## config.mk

```make
export PLATFORM = sky130hd
export DESIGN_NAME = fetch_issue
export DESIGN_NICKNAME = d
export VERILOG_FILES = /design/src/rtl/fetch_issue.sv
export SDC_FILE = /design/constraint.sdc
export NUM_CORES = 1
export LEC_CHECK = 0
export ABC_AREA = 1
export CAP_MARGIN = 20
export CORE_MARGIN = 3
export CORE_UTILIZATION = 47
export DETAILED_ROUTE_END_ITERATION = 12
export PLACE_DENSITY = 0.86
export SLEW_MARGIN = 5
export SYNTH_ARGS = -nofsm -noshare
export SYNTH_HDL_FRONTEND = slang
export SYNTH_SLANG_ARGS = --single-unit
```

## constraint.sdc

```tcl
create_clock -name clk -period 1.62 [get_ports clk]
set_clock_uncertainty 0.15 [all_clocks]
set_input_delay 0.486 -clock clk [delete_from_list [all_inputs] [get_ports clk]]
set_output_delay 0.486 -clock clk [all_outputs]
set_load 0.01 [all_outputs]
```

## src/rtl/fetch_issue.sv

```systemverilog
// Instruction fetch-and-issue stage: assembles one- and two-byte instructions from
// combinational program memory and issues registered opcode/operand pairs.
// Optional feature: define FETCH_FLUSH2_EN to issue two bubbles after a redirect.
module fetch_issue #(
    parameter logic [7:0] RESET_PC = 8'h00
) (
    input  logic       clk,
    input  logic       rst_n,
    output logic [7:0] pm_addr,
    input  logic [7:0] pm_data,
    input  logic       stall,
    input  logic       redirect,
    input  logic [7:0] redirect_pc,
    output logic [7:0] opcode_out,
    output logic [7:0] operand_out,
    output logic       issue_valid,
    output logic [7:0] ret_pc
);

    localparam logic [1:0] S_OP    = 2'd0;
    localparam logic [1:0] S_OD    = 2'd1;
`ifdef FETCH_FLUSH2_EN
    localparam logic [1:0] S_FLUSH = 2'd2;
`endif

    // Opcodes that carry a trailing operand byte.
    function automatic logic is_two_byte(input logic [7:0] op);
        logic hit;
        hit = 1'b0;
        if ((op == 8'h03) || (op == 8'h05)) begin
            hit = 1'b1;
        end else begin
            case (op[7:3])
                5'b00001, 5'b00110, 5'b01011, 5'b10001,
                5'b10011, 5'b10101, 5'b10111, 5'b11001,
                5'b11011, 5'b11101: hit = 1'b1;
                default:            hit = 1'b0;
            endcase
        end
        return hit;
    endfunction

    logic [1:0] state_r;
    logic [7:0] pc_r;
    logic [7:0] ir_r;
    logic [7:0] opcode_r;
    logic [7:0] operand_r;
    logic       valid_r;
    logic [7:0] ret_pc_r;

    logic [1:0] state_s;
    logic [7:0] pc_s;
    logic [7:0] ir_s;
    logic [7:0] opcode_s;
    logic [7:0] operand_s;
    logic       valid_s;
    logic [7:0] ret_pc_s;
    logic [7:0] pc_inc_s;
    logic       two_byte_s;

    assign pc_inc_s   = pc_r + 8'd1;
    assign two_byte_s = is_two_byte(pm_data);

    // Next-state and issue logic: redirect beats stall beats normal fetch.
    always_comb begin
        state_s   = state_r;
        pc_s      = pc_r;
        ir_s      = ir_r;
        opcode_s  = opcode_r;
        operand_s = operand_r;
        valid_s   = valid_r;
        ret_pc_s  = ret_pc_r;
        if (redirect) begin
            pc_s      = redirect_pc;
            ir_s      = 8'h00;
            opcode_s  = 8'h00;
            operand_s = 8'h00;
            valid_s   = 1'b0;
`ifdef FETCH_FLUSH2_EN
            state_s   = S_FLUSH;
`else
            state_s   = S_OP;
`endif
        end else if (stall) begin
            state_s = state_r;
        end else begin
            case (state_r)
                S_OP: begin
                    pc_s = pc_inc_s;
                    if (two_byte_s) begin
                        ir_s      = pm_data;
                        opcode_s  = 8'h00;
                        operand_s = 8'h00;
                        valid_s   = 1'b0;
                        state_s   = S_OD;
                    end else begin
                        opcode_s  = pm_data;
                        operand_s = 8'h00;
                        valid_s   = 1'b1;
                        ret_pc_s  = pc_inc_s;
                        state_s   = S_OP;
                    end
                end
                S_OD: begin
                    opcode_s  = ir_r;
                    operand_s = pm_data;
                    valid_s   = 1'b1;
                    ret_pc_s  = pc_inc_s;
                    pc_s      = pc_inc_s;
                    state_s   = S_OP;
                end
`ifdef FETCH_FLUSH2_EN
                S_FLUSH: begin
                    opcode_s  = 8'h00;
                    operand_s = 8'h00;
                    valid_s   = 1'b0;
                    state_s   = S_OP;
                end
`endif
                default: begin
                    opcode_s  = 8'h00;
                    operand_s = 8'h00;
                    valid_s   = 1'b0;
                    state_s   = S_OP;
                end
            endcase
        end
    end

    // State and output registers with synchronous active-low reset.
    always_ff @(posedge clk) begin
        if (!rst_n) begin
            state_r   <= S_OP;
            pc_r      <= RESET_PC;
            ir_r      <= 8'h00;
            opcode_r  <= 8'h00;
            operand_r <= 8'h00;
            valid_r   <= 1'b0;
            ret_pc_r  <= 8'h00;
        end else begin
            state_r   <= state_s;
            pc_r      <= pc_s;
            ir_r      <= ir_s;
            opcode_r  <= opcode_s;
            operand_r <= operand_s;
            valid_r   <= valid_s;
            ret_pc_r  <= ret_pc_s;
        end
    end

    assign pm_addr     = pc_r;
    assign opcode_out  = opcode_r;
    assign operand_out = operand_r;
    assign issue_valid = valid_r;
    assign ret_pc      = ret_pc_r;

endmodule

```

==> impl_metrics.toml, run 1 <==
[route]
drc = 0
drt-wirelength-per-cell_um = 13.5
dr_total_vias = 2055
drt_wl_total_mm = 5.34
drt_iter0_markers = 144
ant_nets = 0
dr.pass1.iters = 4
viasPerCell = 5.22

[worst_setup_path]
r2r-end = "pm_addr[6]"
worstSetupEndpointType = "primary output"
worstRegToRegCells = 6
cpMaxStageDelayCell = "dfxtp_1"
worstSetupPathType = "flop to primary output"
cp_cell_sequence = "dlygate4sd2_1"
cp_slowest_stage_delay_ns = 0.38
path_max_fanout = 2
cp_data_required_time_ns = 0.98
setup.worst_path.start_class = "flop"
startpoint = "opcode_out[6]"
r2r_slack_ns = 0.09
worstReg2RegStart = "pm_addr[0]"
critical_path.top_delay_family = "flip-flops"
worst-path-buf-inv = 1
critPathArrivalTime_ns = 0.95

[sta]
period_minus_slack_ns = 1.59
worst_slack_ns = 0.0307
tightest_slew_ns = 0.293
max_freq_ghz = 0.629
slew_viol_final = 0
hold_viol = 0
whs_ns = 0.313
fin_crit_sh_pct = 98.1
maxSlewHeadroom_pct = 80.4
setup_viol_count_final = 0
tns_ns = 0

[finish]
nNetsFinal = 366
n_fill_cell = 303
drive_gt1_share_pct = 21.4
fin_area_um2 = 2790
area_growth_pct = 49.7
multi_input_area_um2 = 912
num_antenna_cells = 0
ff_latch_area_um2 = 846

[placement]
placed_cell_area_um2 = 2690
dp_hpwl_mm = 3.84
portBuffers = 52
pre_cts_slack_ns = -0.676
routabilityCongestion = 0.892

[floorplan]
core-area_um2 = 3740
io_pins = 53
die_w_um = 69.0
dieArea_um2 = 4760
initial_core_util_pct = 49.9
dieHeight_um = 69.0
rows = 22

[global_route]
grt_remaining_overflow = 0
antenna_found_initial = 0
grt_usage_pct = 21.9
grt_max_degree = 17
grt_pass1_wl_mm = 8.64
grt_pass1_vias = 1994

[synth]
synth_cell_type_count = 28
netlist_instances = 259
syn_avg_cell_area_um2 = 7.21
synth_area_um2 = 1870
synth_seq_area_share_pct = 45.0
synth-seq-cells = 42
syn_nets = 280
yosysWarnings = 0

[cts]
cts_buffer_depth = 2
worst_skew_pair.late_latency_ns = 0.29
cts_hold_buffers = 0
clkTransAtPathRegs_ns = 0.08
cts-htree-levels = 2
cts_buffers = 5
cts_tree = "yes"
cts.sinks = 42
root_buffer = "clkbuf_8"

[worst_hold_path]
min_from = "ir_r[5]"
min_path_type = "flop to flop"
whs_endpoint = "ir_r[5]"
min_path_cells = 2

[power]
power.density_nw_per_um2 = 820
vdd_drop_max_v = 0.000563
leakagePower_nw = 1.30

[outcome]
status = "completed"

[job]
drv_cap = 0
==> what timing repair did <==
item,in CTS,in global routing
pin swaps,4,8
setup endpoints to repair,62,30
resized for setup,60,31
setup buffers,1,0
==> synthesized netlist by cell type <==
cell type  number  area [um2]
clkinv_1        2        7.51
nand4_1         9        56.3
nor2_2          2        12.5
inv_1          26        97.6
xnor2_1         4        35.0
xor2_1          1        8.76
nand2_4         1        11.3
ha_1            1        12.5
or2_1           2        12.5
nand3_4         1        17.5
nand2_2         2        12.5
inv_2           1        3.75
o21ai_0        14        70.1
clkbuf_1        2        7.51
buf_2           5        25.0
nor2_1         32         120
o211ai_1        1        7.51
a21oi_4         1        16.3
a31oi_1        13        81.3
dfxtp_1        42         841
a21oi_1        13        65.1
o221ai_1        1        8.76
o21ai_1         1        5.00
nand3_1         9        45.0
buf_4           1        7.51
a22o_1          1        8.76
nand3b_1        1        7.51
nand2_1        70         263
==> worst max-delay path by stage <==
stage                          endpoint  slack, ns  cells after the start
final                     opcode_out[6]       0.03                      1
after global routing            ir_r[3]      -0.01                     10
after CTS                 opcode_out[2]      0.002                     11
after detailed placement        ir_r[6]      -0.68                     10
after global placement          ir_r[2]      -0.60                     10
after floorplan                 ir_r[0]       0.06                      6
==> cells by family (layout without fill, tap and decap cells) <==
kind of cell    Yosys count  after routing  synth area share (%)
fa+ha+maj                 1              1                 0.670
xor+xnor                  5              5                  2.35
compound gates           45             45                  14.1
simple gates            129            129                  29.9
buf+inv                  37            124                  7.98
flops                    42             42                  45.0
==> power breakdown <==
group	internal, mW	switching [mW]
clock	0.430	0.351
combinational	0.199	0.222
sequential	1.07	0.0209
==> flip-flops by register name, indices dropped and copies added (netlist names) <==
name,flops
ir_r,8
issue_valid,1
state_r,1
opcode_out,8
operand_out,8
ret_pc,8
pm_addr,8
==> per-stage QoR <==
step | std cells | power [mW] | util (%)
6_report | 394 | 2.29 | 74.6
3_3_place_gp | 385 | 1.52 | 71.8
4_1_cts | 394 | 2.29 | 74.3
3_5_place_dp | 385 | 1.53 | 71.8
2_1_floorplan | 259 | 1.30 | -
5_1_grt | 394 | 2.38 | 74.6
==> per-layer routing <==
layer | track usage, % | wire length (um)
met5 | 0 | 0
met4 | 7.81 | 117
met3 | 6.71 | 397
met2 | 41.0 | 2740
met1 | 22.8 | 2080
==> placed cells by master (no fill, tap or decap), types with 3 or more instances in the layout <==
cell,Yosys,final
nand2_1,70,66
dfxtp_1,42,40
dlygate4sd2_1,0,34
buf_4,1,32
nor2_1,32,29
inv_1,26,22
a31oi_1,13,13
a21oi_1,13,13
o21ai_0,14,11
nand3_1,9,9
nand4_1,9,9
clkdlybuf4s50_1,0,9
clkbuf_8,0,8
inv_2,1,6
nand2_2,2,5
xnor2_1,4,4
o21ai_1,1,4
clkbuf_2,0,4
buf_6,0,4
nor2_2,2,3
==> cell type report <==
class / count / share of cell area [%]
clock buffer: 8 / 3.94
inverter: 29 / 3.94
multi-input combinational: 180 / 32.6
sequential: 42 / 30.3
tap: 48 / 2.15
timing repair buffer: 87 / 27.0
(Power assumes the default switching activity.)
==> run 2: changes to the inputs <==
CORE_UTILIZATION = 45   (was 47)
PLACE_DENSITY = 0.83   (was 0.86)
==> impl_metrics.toml, run 2 (synthesized netlist as in run 1, its figures left out) <==
[outcome]
status = "completed"

[sta]
tns_ns = 0
setup_viol_count_final = 0
hold_viol = 0
maxSlewHeadroom_pct = 78.4
tightest_slew_ns = 0.323
period_minus_slack_ns = 1.59
slew_viol_final = 0
max_freq_ghz = 0.631
fin_crit_sh_pct = 97.9

[placement]
placed_cell_area_um2 = 2700
dp_cells = 385
portBuffers = 52
routabilityCongestion = 0.896
dp_hpwl_mm = 3.94

[worst_setup_path]
critical_path.top_delay_family = "flip-flops"
worstSetupEndpointType = "primary output"
cp_cell_sequence = "dlygate4sd2_1"
setup.worst_path.start_class = "flop"
cp_slowest_stage_delay_ns = 0.38
worstSetupPathType = "flop to primary output"
cpMaxStageDelayCell = "dfxtp_2"
path_max_fanout = 5
cp_data_required_time_ns = 0.98
worst-path-buf-inv = 1
critPathArrivalTime_ns = 0.95

[finish]
fin_area_um2 = 2780
area_growth_pct = 48.9
num_antenna_cells = 0
final_common_cell = "nand2_1"
instances_no_fill = 396
nNetsFinal = 368
final_cell_mix = "nand2_1 (68), dfxtp_1 (39), dlygate4sd2_1 (35), buf_4 (33), nor2_1 (29)"
drive_gt1_share_pct = 20.1

[cts]
root_buffer = "clkbuf_8"
cts_buffers = 5
cts-htree-levels = 2
cts.sinks = 42
cts_buffer_depth = 2
cts_hold_buffers = 0
clkTransAtPathRegs_ns = 0.07
worst_skew_pair.late_latency_ns = 0.30
cts_tree = "yes"

[global_route]
grt_pass1_wl_mm = 8.80
grt_remaining_overflow = 0
antenna_found_initial = 0
grt_pass1_vias = 2004
grt_usage_pct = 21.8
grt_max_degree = 17

[power]
leakagePower_nw = 1.31
vdd_drop_max_v = 0.000549
power.density_nw_per_um2 = 791

[route]
dr_total_vias = 2052
drt-wirelength-per-cell_um = 13.2
viasPerCell = 5.18
drt_iter0_markers = 166
dr.pass1.iters = 5
ant_nets = 0
drc = 0
drt_wl_total_mm = 5.24

[job]
drv_cap = 0

[floorplan]
core-area_um2 = 3830
rows = 22
dieArea_um2 = 4960
die_w_um = 70.4
initial_core_util_pct = 48.8
dieHeight_um = 70.4
io_pins = 53

[worst_hold_path]
min_path_type = "flop to flop"
run 2: per-layer routing:
layer / track usage (%) / part of all wire [%]
met5: 0 / 0
met4: 8.30 / 1.8
met3: 4.03 / 5.7
met2: 39.2 / 51
met1: 25.1 / 41
run 2: final timing paths:
path | from | endpoint | slack (ns) | depth (start not counted)
min reg2reg | operand_out[1] | operand_out[1] | 0.32 | 2
max | pm_addr[0] | pm_addr[0] | 0.03 | 1
min | operand_out[1] | operand_out[1] | 0.32 | 2
max reg2reg | pm_addr[0] | pm_addr[6] | 0.08 | 6
run 2: stage by stage:
step | setup slack, ns | util, % | hold WS [ns] | power, mW
after detailed placement | -0.629 | 70.6 | 0.306 | 1.54
final | 0.0340 | 72.6 | 0.316 | 2.20
after global routing | -0.00364 | 72.6 | 0.333 | 2.30
after floorplan | 0.0555 | - | 0.293 | 1.30
after global placement | -0.599 | 70.6 | 0.301 | 1.53
after CTS | 0.00215 | 71.8 | 0.316 | 2.19
run 2: where the power goes:
group	internal (mW)	total (mW)	leakage [nW]	switching, mW
registers	1.07	1.09	0.343	0.0213
clock network	0.344	0.688	0.0482	0.344
logic	0.201	0.421	0.916	0.219
run 2: final cells by class:
cell class / count / area [um2]
inverter: 29 / 110
clock inverter: 1 / 5.00
sequential: 42 / 845
clock buffer: 7 / 86.3
fill: 331 / 1050
tap: 48 / 60.1
timing repair buffer: 89 / 768
multi-input combinational: 180 / 905
run 2: repair_timing:
item                       in CTS  in global routing
setup endpoints to repair      67                 30
resized for setup              56                 24
buffers inserted                0                  3
pin swaps                       6                  7
